--- src/rtl/rvv_insn_issue.sv ---
// rvv_insn_issue
// In-order issue stage in front of rvv_proc_main. Incoming vector instructions
// are buffered in a small FIFO. The head instruction is decoded and held back
// while any register it reads or writes still has a write in flight. Each
// cycle that nothing is issued, the stage emits a NOP (all zeros).
//
// Ports
//   clk, rst     : rising-edge clock, asynchronous active-high reset
//   insn_in      : instruction from fetch, qualified by insn_valid
//   insn_ready   : FIFO has room; independent of a same-cycle pop
//   flush        : synchronous discard of every buffered instruction
//   insn_out     : registered instruction to rvv_proc_main (0 = NOP)
//   stall        : registered; head was present but held by a hazard
//   fifo_count   : current FIFO occupancy
module rvv_insn_issue #(
  parameter int INSN_WIDTH = 32,
  parameter int NUM_VEC    = 32,
  parameter int FIFO_DEPTH = 4,
  parameter int WB_LAT     = 2
) (
  input  logic                          clk,
  input  logic                          rst,
  input  logic [INSN_WIDTH-1:0]         insn_in,
  input  logic                          insn_valid,
  output logic                          insn_ready,
  input  logic                          flush,
  output logic [INSN_WIDTH-1:0]         insn_out,
  output logic                          stall,
  output logic [$clog2(FIFO_DEPTH):0]   fifo_count
);

  localparam int PTR_W = $clog2(FIFO_DEPTH);
  localparam int CNT_W = PTR_W + 1;
  localparam int SB_W  = $clog2(WB_LAT + 1);
  localparam logic [SB_W-1:0]  SB_LOAD = SB_W'(WB_LAT);
  localparam logic [CNT_W-1:0] DEPTH_C = CNT_W'(FIFO_DEPTH);

  // FIFO storage and control
  logic [INSN_WIDTH-1:0] mem_q [FIFO_DEPTH];
  logic [PTR_W-1:0]      wr_ptr_q, wr_ptr_d;
  logic [PTR_W-1:0]      rd_ptr_q, rd_ptr_d;
  logic [CNT_W-1:0]      count_q, count_d;

  // Output registers
  logic [INSN_WIDTH-1:0] insn_out_q, insn_out_d;
  logic                  stall_q, stall_d;

  // Head decode
  logic [INSN_WIDTH-1:0] head;
  logic [6:0]            opcode;
  logic [2:0]            funct3;
  logic [4:0]            vd, vs1, vs2;
  logic                  head_valid, is_vec, uses_vs1;
  logic                  hazard, push, pop, issue_vec;

  // One bit per register: a write to it is still in flight
  logic [NUM_VEC-1:0]    busy;

  assign head   = mem_q[rd_ptr_q];
  assign opcode = head[6:0];
  assign vd     = head[11:7];
  assign funct3 = head[14:12];
  assign vs1    = head[19:15];
  assign vs2    = head[24:20];

  assign head_valid = (count_q != '0);
  // funct3 111 is vsetvl: no vector register operands to track
  assign is_vec     = (opcode == 7'h57) && (funct3 != 3'b111);
  // Only the VV forms (000/001/010) read vs1; the other forms carry a scalar or
  // immediate in that field, so it must not create a false dependency.
  assign uses_vs1   = (funct3 <= 3'b010);

  assign hazard = head_valid && is_vec &&
                  (busy[vs2] || busy[vd] || (uses_vs1 && busy[vs1]));

  assign insn_ready = (count_q < DEPTH_C);
  assign push       = insn_valid && insn_ready && (insn_in != '0) && !flush;
  assign pop        = head_valid && !hazard && !flush;
  assign issue_vec  = pop && is_vec;

  always_comb begin
    wr_ptr_d   = wr_ptr_q;
    rd_ptr_d   = rd_ptr_q;
    count_d    = count_q;
    insn_out_d = '0;
    stall_d    = 1'b0;
    if (flush) begin
      wr_ptr_d = '0;
      rd_ptr_d = '0;
      count_d  = '0;
    end else begin
      if (push) wr_ptr_d = wr_ptr_q + PTR_W'(1);
      if (pop)  rd_ptr_d = rd_ptr_q + PTR_W'(1);
      case ({push, pop})
        2'b10:   count_d = count_q + CNT_W'(1);
        2'b01:   count_d = count_q - CNT_W'(1);
        default: count_d = count_q;
      endcase
      insn_out_d = pop ? head : '0;
      stall_d    = hazard;
    end
  end

  always_ff @(posedge clk or posedge rst) begin
    if (rst) begin
      wr_ptr_q   <= '0;
      rd_ptr_q   <= '0;
      count_q    <= '0;
      insn_out_q <= '0;
      stall_q    <= 1'b0;
    end else begin
      wr_ptr_q   <= wr_ptr_d;
      rd_ptr_q   <= rd_ptr_d;
      count_q    <= count_d;
      insn_out_q <= insn_out_d;
      stall_q    <= stall_d;
    end
  end

  // Storage needs no reset: occupancy gates every read of it.
  always_ff @(posedge clk) begin
    if (push) mem_q[wr_ptr_q] <= insn_in;
  end

  // Writeback countdown scoreboard. Flush leaves it alone because writes that
  // already issued will still land. A reload on issue wins over the decrement.
  for (genvar gi = 0; gi < NUM_VEC; gi++) begin : g_sb
    logic [SB_W-1:0] cnt_q, cnt_d;

    always_comb begin
      cnt_d = cnt_q;
      if (issue_vec && (vd == 5'(gi))) begin
        cnt_d = SB_LOAD;
      end else if (cnt_q != '0) begin
        cnt_d = cnt_q - SB_W'(1);
      end
    end

    always_ff @(posedge clk or posedge rst) begin
      if (rst) cnt_q <= '0;
      else     cnt_q <= cnt_d;
    end

    assign busy[gi] = (cnt_q != '0);
  end

  assign insn_out   = insn_out_q;
  assign stall      = stall_q;
  assign fifo_count = count_q;

endmodule

--- config.mk ---
export PLATFORM = sky130hd
export DESIGN_NAME = rvv_insn_issue
export DESIGN_NICKNAME = d
export VERILOG_FILES = /design/src/rtl/rvv_insn_issue.sv
export SDC_FILE = /design/constraint.sdc
export NUM_CORES = 1
export LEC_CHECK = 0
export CAP_MARGIN = 20
export CORE_AREA = 8 8 168 130
export DETAILED_ROUTE_END_ITERATION = 8
export DIE_AREA = 0 0 176 138
export PLACE_DENSITY = 0.8
export SLEW_MARGIN = 20
export SYNTH_ARGS = -nofsm -noshare
export SYNTH_HDL_FRONTEND = slang
export SYNTH_SLANG_ARGS = --single-unit
--- constraint.sdc ---
create_clock -name clk -period 5.9 [get_ports clk]
set_clock_uncertainty 0.1 [all_clocks]
set_input_delay 1.18 -clock clk [delete_from_list [all_inputs] [get_ports clk]]
set_output_delay 1.18 -clock clk [all_outputs]
set_load 0.02 [all_outputs]
==> results of run 1 <==
## layout make-up
class | count | area [sq um]
clock buffer | 30 | 612
clock inverter | 11 | 100
fill | 1297 | 6250
inverter | 73 | 277
multi-input combinational | 455 | 4320
sequential | 232 | 6450
tap | 253 | 317
timing repair buffer | 80 | 781
## power by group through the flow
stage | clock, mW | combinational (mW) | sequential (mW)
2_1_floorplan | 0 | 2.24 | 2.35
3_3_place_gp | 0 | 2.88 | 2.33
3_5_place_dp | 0 | 3.07 | 2.36
4_1_cts | 1.41 | 3.10 | 2.33
5_1_grt | 1.47 | 3.39 | 2.36
6_report | 1.39 | 3.11 | 2.33
## sequential cells by signal, indices dropped and copies added, names as in the netlist
signal      count
stall           1
mem_q         128
insn_out       32
wr_ptr_q        2
g_sb.cnt_q     64
rd_ptr_q        2
fifo_count      3
## cell families after synthesis
logic type	Yosys count	share of synthesized area (%)
and+or+nand+nor	125	6.44
xor gates and xnor gates	33	2.57
DFF	232	57.3
buffers and inverters	112	4.36
adders and majority gates	69	7.74
muxes	119	14.8
AOI/OAI and AO/OA	109	6.87
## metrics by stage
step / instance area (sq um) / utilization [%] / cells / total power [mW] / setup slack, ps
2_1_floorplan: 11300 / - / 799 / 4.59 / 1890
3_3_place_gp: 12100 / 63.6 / 1093 / 5.21 / 1380
3_5_place_dp: 12100 / 63.6 / 1093 / 5.42 / 1200
4_1_cts: 12900 / 67.3 / 1134 / 6.84 / 1200
5_1_grt: 12900 / 67.3 / 1134 / 7.22 / 898
6_report: 12900 / 67.3 / 1134 / 6.83 / 1210
## worst reg2reg max path, cell delays in order (launching register included)
cell and delay, ps:
dfrtp_2 850, buf_4 410, mux4_2 670, mux2i_1 210, mux2i_1 100, o211ai_1 180
nand3_1 200, o31ai_2 600, nor2_1 110, and3_1 200, fa_1 400, o31a_1 320
a211oi_1 220
## worst paths after layout
check / slack, ps / to / startpoint
setup / recovery: 1210 / fifo_count[2] / rd_ptr_q[0]
hold reg to reg: 410 / g_sb[31].cnt_q[1] / g_sb[31].cnt_q[1]
hold / removal: 410 / g_sb[31].cnt_q[1] / g_sb[31].cnt_q[1]
min in group asynchronous: 1140 / insn_out[1] / rst
setup reg to reg: 1210 / fifo_count[2] / rd_ptr_q[0]
max in group asynchronous: 3540 / wr_ptr_q[0] / rst
## cells in the mapped netlist (all sizes together) (3+ instances only)
library cell,number,area share [%]
xnor2,33,2.6
inv,72,2.4
o31a,13,1.0
o31ai,14,0.98
mux2,33,3.3
o2111ai,5,0.39
buf,22,1.4
a21oi,12,0.57
nand3b,5,0.33
o21a,21,1.4
o211ai,7,0.59
clkbuf,17,0.57
nand4,8,0.50
o21ai,26,1.2
nor2,15,0.50
mux4,34,6.8
nor4,8,0.44
nand3,8,0.36
or4,6,0.40
ha,68,7.6
mux2i,52,4.6
and2,32,1.8
or2,3,0.17
dfrtp,104,23
or3,7,0.39
nand2b,6,0.33
nor2b,5,0.28
and3,7,0.39
edfxtp,128,34
nand2,12,0.40
## metal layers
metal	wire length [um]	track usage, %	vias to the layer above
met5	0	0	-
met4	541	5.16	0
met3	2120	3.81	59
met2	11800	32.5	309
met1	10900	28.7	3482
li1	-	-	3050
==> results.md, run 1 <==
- Status: completed
- Number of cells on the critical path: 12
- FF-to-FF path depth: 12
- Slew Viols, Final: 0
- DIE WIDTH: 176 um
- Lkg Pwr: 5.13 nW
- Yosys warnings: 0
- Net Sw Frac: 36.1%
- CP max stage delay: 850 ps
- Peak VDD IR: 0.000324 V
- Period utilization: 79.4%
- CTS sink cnt: 232
- RSZ-0062 raised after global routing: false
- Clock transition at path regs: 60 ps
- Vias in the first global route: 7262
- Antenna-violating nets left: 0
- Core Area: 0.0191 sq mm
- Crit Path Category: reg2reg
- H-tree Lvls: 1
- Grt ovf: 0
- Post-Syn Instances: 799
- Most common cell after layout, fill and taps aside: edfxtp_1
- Final Setup Violations: 0
- DR vias/cell: 6.08
- Post-synth top flop: edfxtp_1
- Initial antenna violation count: 0
- Worst hold path class: reg2reg
- Internal: 4.37 mW
- Synth-to-layout area growth: 14.2%
- Min Tclk post-route: 4690 ps
- Initial Util: 58.9%
- Clk pwr share: 20.4%
- Setup bufs post-CTS: 0
- Pin count of the biggest net entering global routing: 72
- Fmax achieved: 0.213 GHz
- Critical Path RT: 6200 ps
- Top Family by Delay on Critical Path: compound AO/OA/AOI/OAI gates
- Worst Max-Slew Pin Slew: 918 ps
- Avg Inst Size Synth: 14.1 sq um
- DP HPWL: 17600 um
- Slowest CP cell: dfrtp_2
- Syn_nets: 904
- Num rows: 44
- Switch Pwr: 2.46 mW
- First-pass GRT wire length: 39700 um
- Diode count: 0
- WP data arrival: 4990 ps
- CTS tree: built
- Most frequent cells in the layout: edfxtp_1 (128), dfrtp_1 (103), clkdlybuf4s50_1 (72), inv_1 (71), ha_1 (68)
- Seq/Total Area, Yosys: 57.3%
- Post-synth ARST share: 44.8%
- Post-Syn Area: 0.0113 sq mm
- Die Y: 138 um
- DR WL/cell: 22.4 um
- Critical-path cell list: buf_4 -> mux4_2 -> mux2i_1 -> mux2i_1 -> o211ai_1 -> nand3_1 -> o31ai_2 -> nor2_1 -> and3_1 -> fa_1 -> o31a_1 -> a211oi_1
- CP startpoint kind: flop
- Clock latency on the worst-skew pair: 500 ps
- Total wire length: 25400 um
- Min-Delay Path Depth: 2
- Gr usage total: 20.5%
- Initial DRC Count: 696
- CP Buf/Inv Count: 1
- Number of synthesized flops with an enable pin: 128
- Number of distinct library cells after synthesis: 52
- Layout cells sized above 1: 13.2%
- Power per cell area: 531 mW/mm^2
- CP max FO: 23
- Root Buffer: clkbuf_16
- Drt drc: 0
- Slew headroom: 38.8%
- GP Congestion: 0.999
- CP dominant cell by count: mux2i_1
- Hold_ws: 412 ps
- Reg power frac: 34.1%
- Number of I/O port buffers: 72
- Final hold vios: 0
- Drt first pass iters: 5
- Cts hold-fix bufs: 0
- Logic pwr share: 45.5%
- CTS max path bufs: 3
- CTS buffer count: 23
- MaxCap Viol Count: 0
- Critical path endpoint category: flop
- Die Area: 0.0243 sq mm
- Post-CTS sizing: 0
- Fin nets: 970
- Vias: 6900
- I/O Pins: 73
- Setup TNS: 0 ps
- Synthesized flop and latch total: 232
Power figures use the tool's default switching activity.
==> run 2: changes to the inputs <==
- clock period: 5.9 -> 4.7 ns (I/O delays scaled with it)
==> run 2 against run 1 <==
Net effect: flip-flop and latch count unchanged; register-to-register slack worse by 800 ps; first-iteration DRC count down 13%; sequential power increased by 24%; final cell count rose by 0.53%; worst setup slack worse by 800 ps; count of clock-buffer cells in the layout increased by 1; die area unchanged; total power rose by 27%; critical path type unchanged; largest cell class unchanged.
==> results.md, run 2 (synthesis results as in run 1) <==
- Post-route setup slack: 417 ps
- Num rows: 44
- CTS max path bufs: 3
- Clock transition at path regs: 70 ps
- DIE WIDTH: 176 um
- Vias in the first global route: 7397
- Final Setup Violations: 0
- Crit Path Category: reg2reg
- Vias: 6971
- Power per cell area: 671 mW/mm^2
- Min Tclk post-route: 4280 ps
- Most frequent cells in the layout: edfxtp_1 (128), dfrtp_1 (103), clkdlybuf4s50_1 (72), inv_1 (71), ha_1 (68)
- First-pass GRT wire length: 40700 um
- DR WL/cell: 22.7 um
- Period utilization: 91.1%
- Worst hold path class: reg2reg
- Critical path endpoint category: flop
- GP Congestion: 0.880
- Cts hold-fix bufs: 0
- Tot Pwr: 8.67 mW
- Layout cells sized above 1: 13.9%
- Slew Viols, Final: 0
- Initial antenna violation count: 0
- Setup TNS: 0 ps
- Worst Max-Slew Pin Slew: 869 ps
- Top reg by flops: mem_q
- Die Y: 138 um
- Status: completed
- MaxCap Viol Count: 0
- Synth-to-layout area growth: 14.8%
- Number of I/O port buffers: 72
- Die Area: 0.0243 sq mm
- H-tree Lvls: 1
- Slew headroom: 42.0%
- DR vias/cell: 6.11
- Initial DRC Count: 607
- Final hold vios: 0
- Grt ovf: 0
- CP max FO: 17
- WP data arrival: 4580 ps
- Worst slack at placement: 508 ps
- CTS tree: built
- Drt drc: 0
- I/O Pins: 73
- Drt first pass iters: 5
- Fmax achieved: 0.234 GHz
- Root Buffer: clkbuf_16
- Setup bufs post-CTS: 0
- Critical Path RT: 5000 ps
- Diode count: 0
- Antenna-violating nets left: 0
- Pin count of the biggest net entering global routing: 85
- Gr usage total: 21.0%
- Total wire length: 25900 um
- Fin nets: 976
- Core Area: 0.0191 sq mm
- CTS buffer count: 23
- Lkg Pwr: 5.16 nW
- Initial Util: 58.9%
- DP HPWL: 18100 um
- CP startpoint kind: flop
- CTS sink cnt: 232
- Clock latency on the worst-skew pair: 510 ps
- Peak VDD IR: 0.000442 V
- RSZ-0062 raised after global routing: false
- Most common cell after layout, fill and taps aside: edfxtp_1
- Max FFs per register: 128
- Post-CTS sizing: 0
[run 2: cell count changes in the layout (fill, tap and decap cells not counted), moves of 2 or more]
cell / delta
clkinv_2: -3
inv_6: +2
clkinv_4: +2
buf_4: +6
clkinv_1: -2
[run 2: per-layer routing]
layer | share of wire (%) | global-route usage [%] | vias to the layer above
li1 | - | - | 3073
met2 | 47 | 32.8 | 301
met4 | 2.1 | 5.79 | 0
met3 | 7.5 | 3.13 | 55
met1 | 43 | 30.4 | 3542
met5 | 0 | 0 | -
[run 2: worst paths after layout]
check,startpoint,end,slack [ps],cells past startpoint
worst max-delay path,rd_ptr_q[0],fifo_count[2],420,12
worst min-delay path,g_sb[31].cnt_q[1],g_sb[31].cnt_q[1],400,2
worst max register to register,rd_ptr_q[0],fifo_count[2],420,12
worst min register to register,g_sb[31].cnt_q[1],g_sb[31].cnt_q[1],400,2
max in group asynchronous,rst,insn_out[25],2830,3
min in group asynchronous,rst,insn_out[11],850,2
[run 2: cell type report]
| type | count | area [sq um] |
|---|---|---|
| clock inverters | 10 | 111 |
| repair buffers | 86 | 826 |
| flip-flops and latches | 232 | 6450 |
| fillers | 1267 | 6180 |
| inverters | 73 | 279 |
| well taps | 253 | 317 |
| multi-input cells | 455 | 4320 |
| clock buffers | 31 | 616 |
[run 2: stage by stage]
stage | cell area, sq um | hold slack, ps | cells | utilization (%)
after floorplan | 11300 | 359 | 799 | -
after global placement | 12200 | 377 | 1099 | 63.8
after detailed placement | 12200 | 382 | 1099 | 63.8
after CTS | 12900 | 397 | 1140 | 67.6
after global routing | 12900 | 438 | 1140 | 67.6
final | 12900 | 403 | 1140 | 67.6
[run 2: power breakdown]
| part | total [mW] | internal, mW | switching (mW) | leakage (nW) |
|---|---|---|---|---|
| clock | 1.80 | 1.03 | 0.764 | 0.351 |
| combinational | 3.98 | 1.84 | 2.14 | 2.36 |
| sequential | 2.90 | 2.64 | 0.260 | 2.44 |
[run 2: worst max-delay path, cell delays in order, from the launching register on]
cell      delay (ps)
dfrtp_2          710
buf_4            330
mux4_2           680
mux2i_1          240
mux2i_1          110
o211ai_1         180
nand3_1          220
o31ai_2          350
nor2_1           100
and3_1           190
fa_1             410
o31a_1           310
a211oi_1         230
==> run 3: changes to the inputs <==
- CORE_AREA: 8 8 168 130 -> 8 8 217 167
- DIE_AREA: 0 0 176 138 -> 0 0 225 175
- PLACE_DENSITY: 0.8 -> unset
==> run 3 against run 2 <==
Net effect: via count fell by 5.1%; final cell count increased by 18%; global-route usage decreased by 7.8 points; sequential power fell by 1%; sequential share of layout area decreased by 1.2 points; largest cell class unchanged; combinational power is 1% lower; hold slack better by 2.6 ps; highest routed layer unchanged.
==> results.md, run 3 (synthesis results as in run 1) <==
- Status: completed
- H-tree Lvls: 1
- Placed insts: 1296
- CTS sink cnt: 232
- Post-CTS sizing: 0
- Max FFs per register: 128
- Top reg by flops: mem_q
- Lkg Pwr: 5.18 nW
- CP startpoint kind: flop
- Period utilization: 88.9%
- Clock transition at path regs: 60 ps
- Initial Util: 34.2%
- Most frequent cells in the layout: edfxtp_1 (128), dfrtp_1 (103), clkdlybuf4s50_1 (72), inv_1 (71), ha_1 (68)
- Critical path endpoint category: flop
- Reg power frac: 33.0%
- Slew Viols, Final: 0
- Clk pwr share: 21.6%
- Initial DRC Count: 458
- Initial antenna violation count: 1
- WP data arrival: 4510 ps
- Crit Path Category: reg2reg
- DR WL/cell: 19.3 um
- Fmax achieved: 0.239 GHz
- Root Buffer: clkbuf_16
- Number of I/O port buffers: 72
- Critical Path RT: 5030 ps
- Worst hold path class: reg2reg
- DP HPWL: 18200 um
- Die Y: 175 um
- Total wire length: 25800 um
- Peak VDD IR: 0.000317 V
- Switch Pwr: 3.11 mW
- GP Congestion: 0.843
- Dpl cell area: 0.0125 sq mm
- Clock latency on the worst-skew pair: 530 ps
- First-pass GRT wire length: 40600 um
- MaxCap Viol Count: 0
- CTS buffer count: 24
- Power per cell area: 655 mW/mm^2
- Vias: 6614
- Min Tclk post-route: 4180 ps
- Vias in the first global route: 6793
- Num rows: 58
- Fin nets: 977
- Synth-to-layout area growth: 17.6%
- CTS tree: built
- Slew headroom: 39.0%
- DIE WIDTH: 225 um
- Internal: 5.55 mW
- Setup TNS: 0 ps
- Setup bufs post-CTS: 0
- Logic pwr share: 45.4%
- Die Area: 0.0394 sq mm
- Min-Delay Path Depth: 2
- Cts hold-fix bufs: 0
- Antenna-violating nets left: 0
- I/O Pins: 73
- Most common cell after layout, fill and taps aside: edfxtp_1
- Final std cells w/o fill: 1341
- FF-to-FF path depth: 12
- Net Sw Frac: 35.9%
- CTS max path bufs: 3
- CP max FO: 15
- Final Cell Area: 0.0132 sq mm
- DR vias/cell: 4.93
- Drt drc: 0
- Worst Max-Slew Pin Slew: 915 ps
- Final hold vios: 0
- Grt ovf: 0
- Layout cells sized above 1: 14.0%
- Pin count of the biggest net entering global routing: 62
- Core Area: 0.0329 sq mm
- Final Setup Violations: 0
- Drt first pass iters: 5
- RSZ-0062 raised after global routing: false
- Gr usage total: 13.3%
## run 3: cell types whose count changed in the layout (fill, tap and decap cells not counted), moves of 2 or more
| cell | change |
|---|---|
| buf_12 | +2 |
| buf_4 | -2 |
| clkbuf_1 | -2 |
| clkbuf_16 | +3 |
| clkinv_1 | +3 |
| clkinv_4 | -2 |
| clkinvlp_4 | +2 |
## run 3: critical path, cell delays in order (launching register included)
cell      delay, ps
dfrtp_2         620
buf_4           390
mux4_2          660
nand2_1         360
a21oi_1          80
o211ai_1        120
nand4_1         300
a21oi_2         240
nor2_1          100
and3_1          190
fa_1            400
o31a_1          310
a211oi_1        200
## run 3: cell type report
cell class / instances / area [sq um]
Clock buffer: 32 / 683
Sequential cell: 232 / 6450
Timing Repair Buffer: 86 / 851
Tap cell: 450 / 563
Fill cell: 3056 / 19600
Multi-Input combinational cell: 455 / 4320
Antenna cell: 1 / 2.50
Clock inverter: 12 / 90.1
Inverter: 73 / 277
## run 3: final timing paths
check                                  start                 to  slack, ps
setup / recovery                 rd_ptr_q[0]      fifo_count[2]        520
max in group asynchronous                rst   g_sb[0].cnt_q[0]       3020
hold reg to reg            g_sb[31].cnt_q[1]  g_sb[31].cnt_q[1]        410
hold / removal             g_sb[31].cnt_q[1]  g_sb[31].cnt_q[1]        410
min in group asynchronous                rst        insn_out[6]        720
setup reg to reg                 rd_ptr_q[0]      fifo_count[2]        520
## run 3: through the flow
stage / hold slack, ps / setup slack [ps] / utilization, % / power [mW]
final: 406 / 520 / 40.3 / 8.66
after global routing: 423 / 183 / 40.3 / 9.26
after CTS: 409 / 464 / 40.3 / 8.73
after detailed placement: 395 / 473 / 37.9 / 6.82
after global placement: 373 / 540 / 37.9 / 6.76
after floorplan: 359 / 928 / - / 5.76
## run 3: power groups by stage
| stage | Sequential [mW] | Combinational (mW) | Clock [mW] |
|---|---|---|---|
| after global routing | 2.91 | 4.36 | 1.99 |
| final | 2.86 | 3.93 | 1.87 |
| after detailed placement | 2.90 | 3.92 | 0 |
| after floorplan | 2.95 | 2.82 | 0 |
| after CTS | 2.86 | 3.95 | 1.92 |
| after global placement | 2.89 | 3.87 | 0 |
## run 3: per-layer routing
layer  up-vias  global-route usage [%]  routed length (um)
met2       160                    19.4               11100
met1      3353                    19.6               12900
li1       3074                       -                   -
met4         0                    3.05                 391
met3        27                    3.03                1510
met5         -                       0                   0
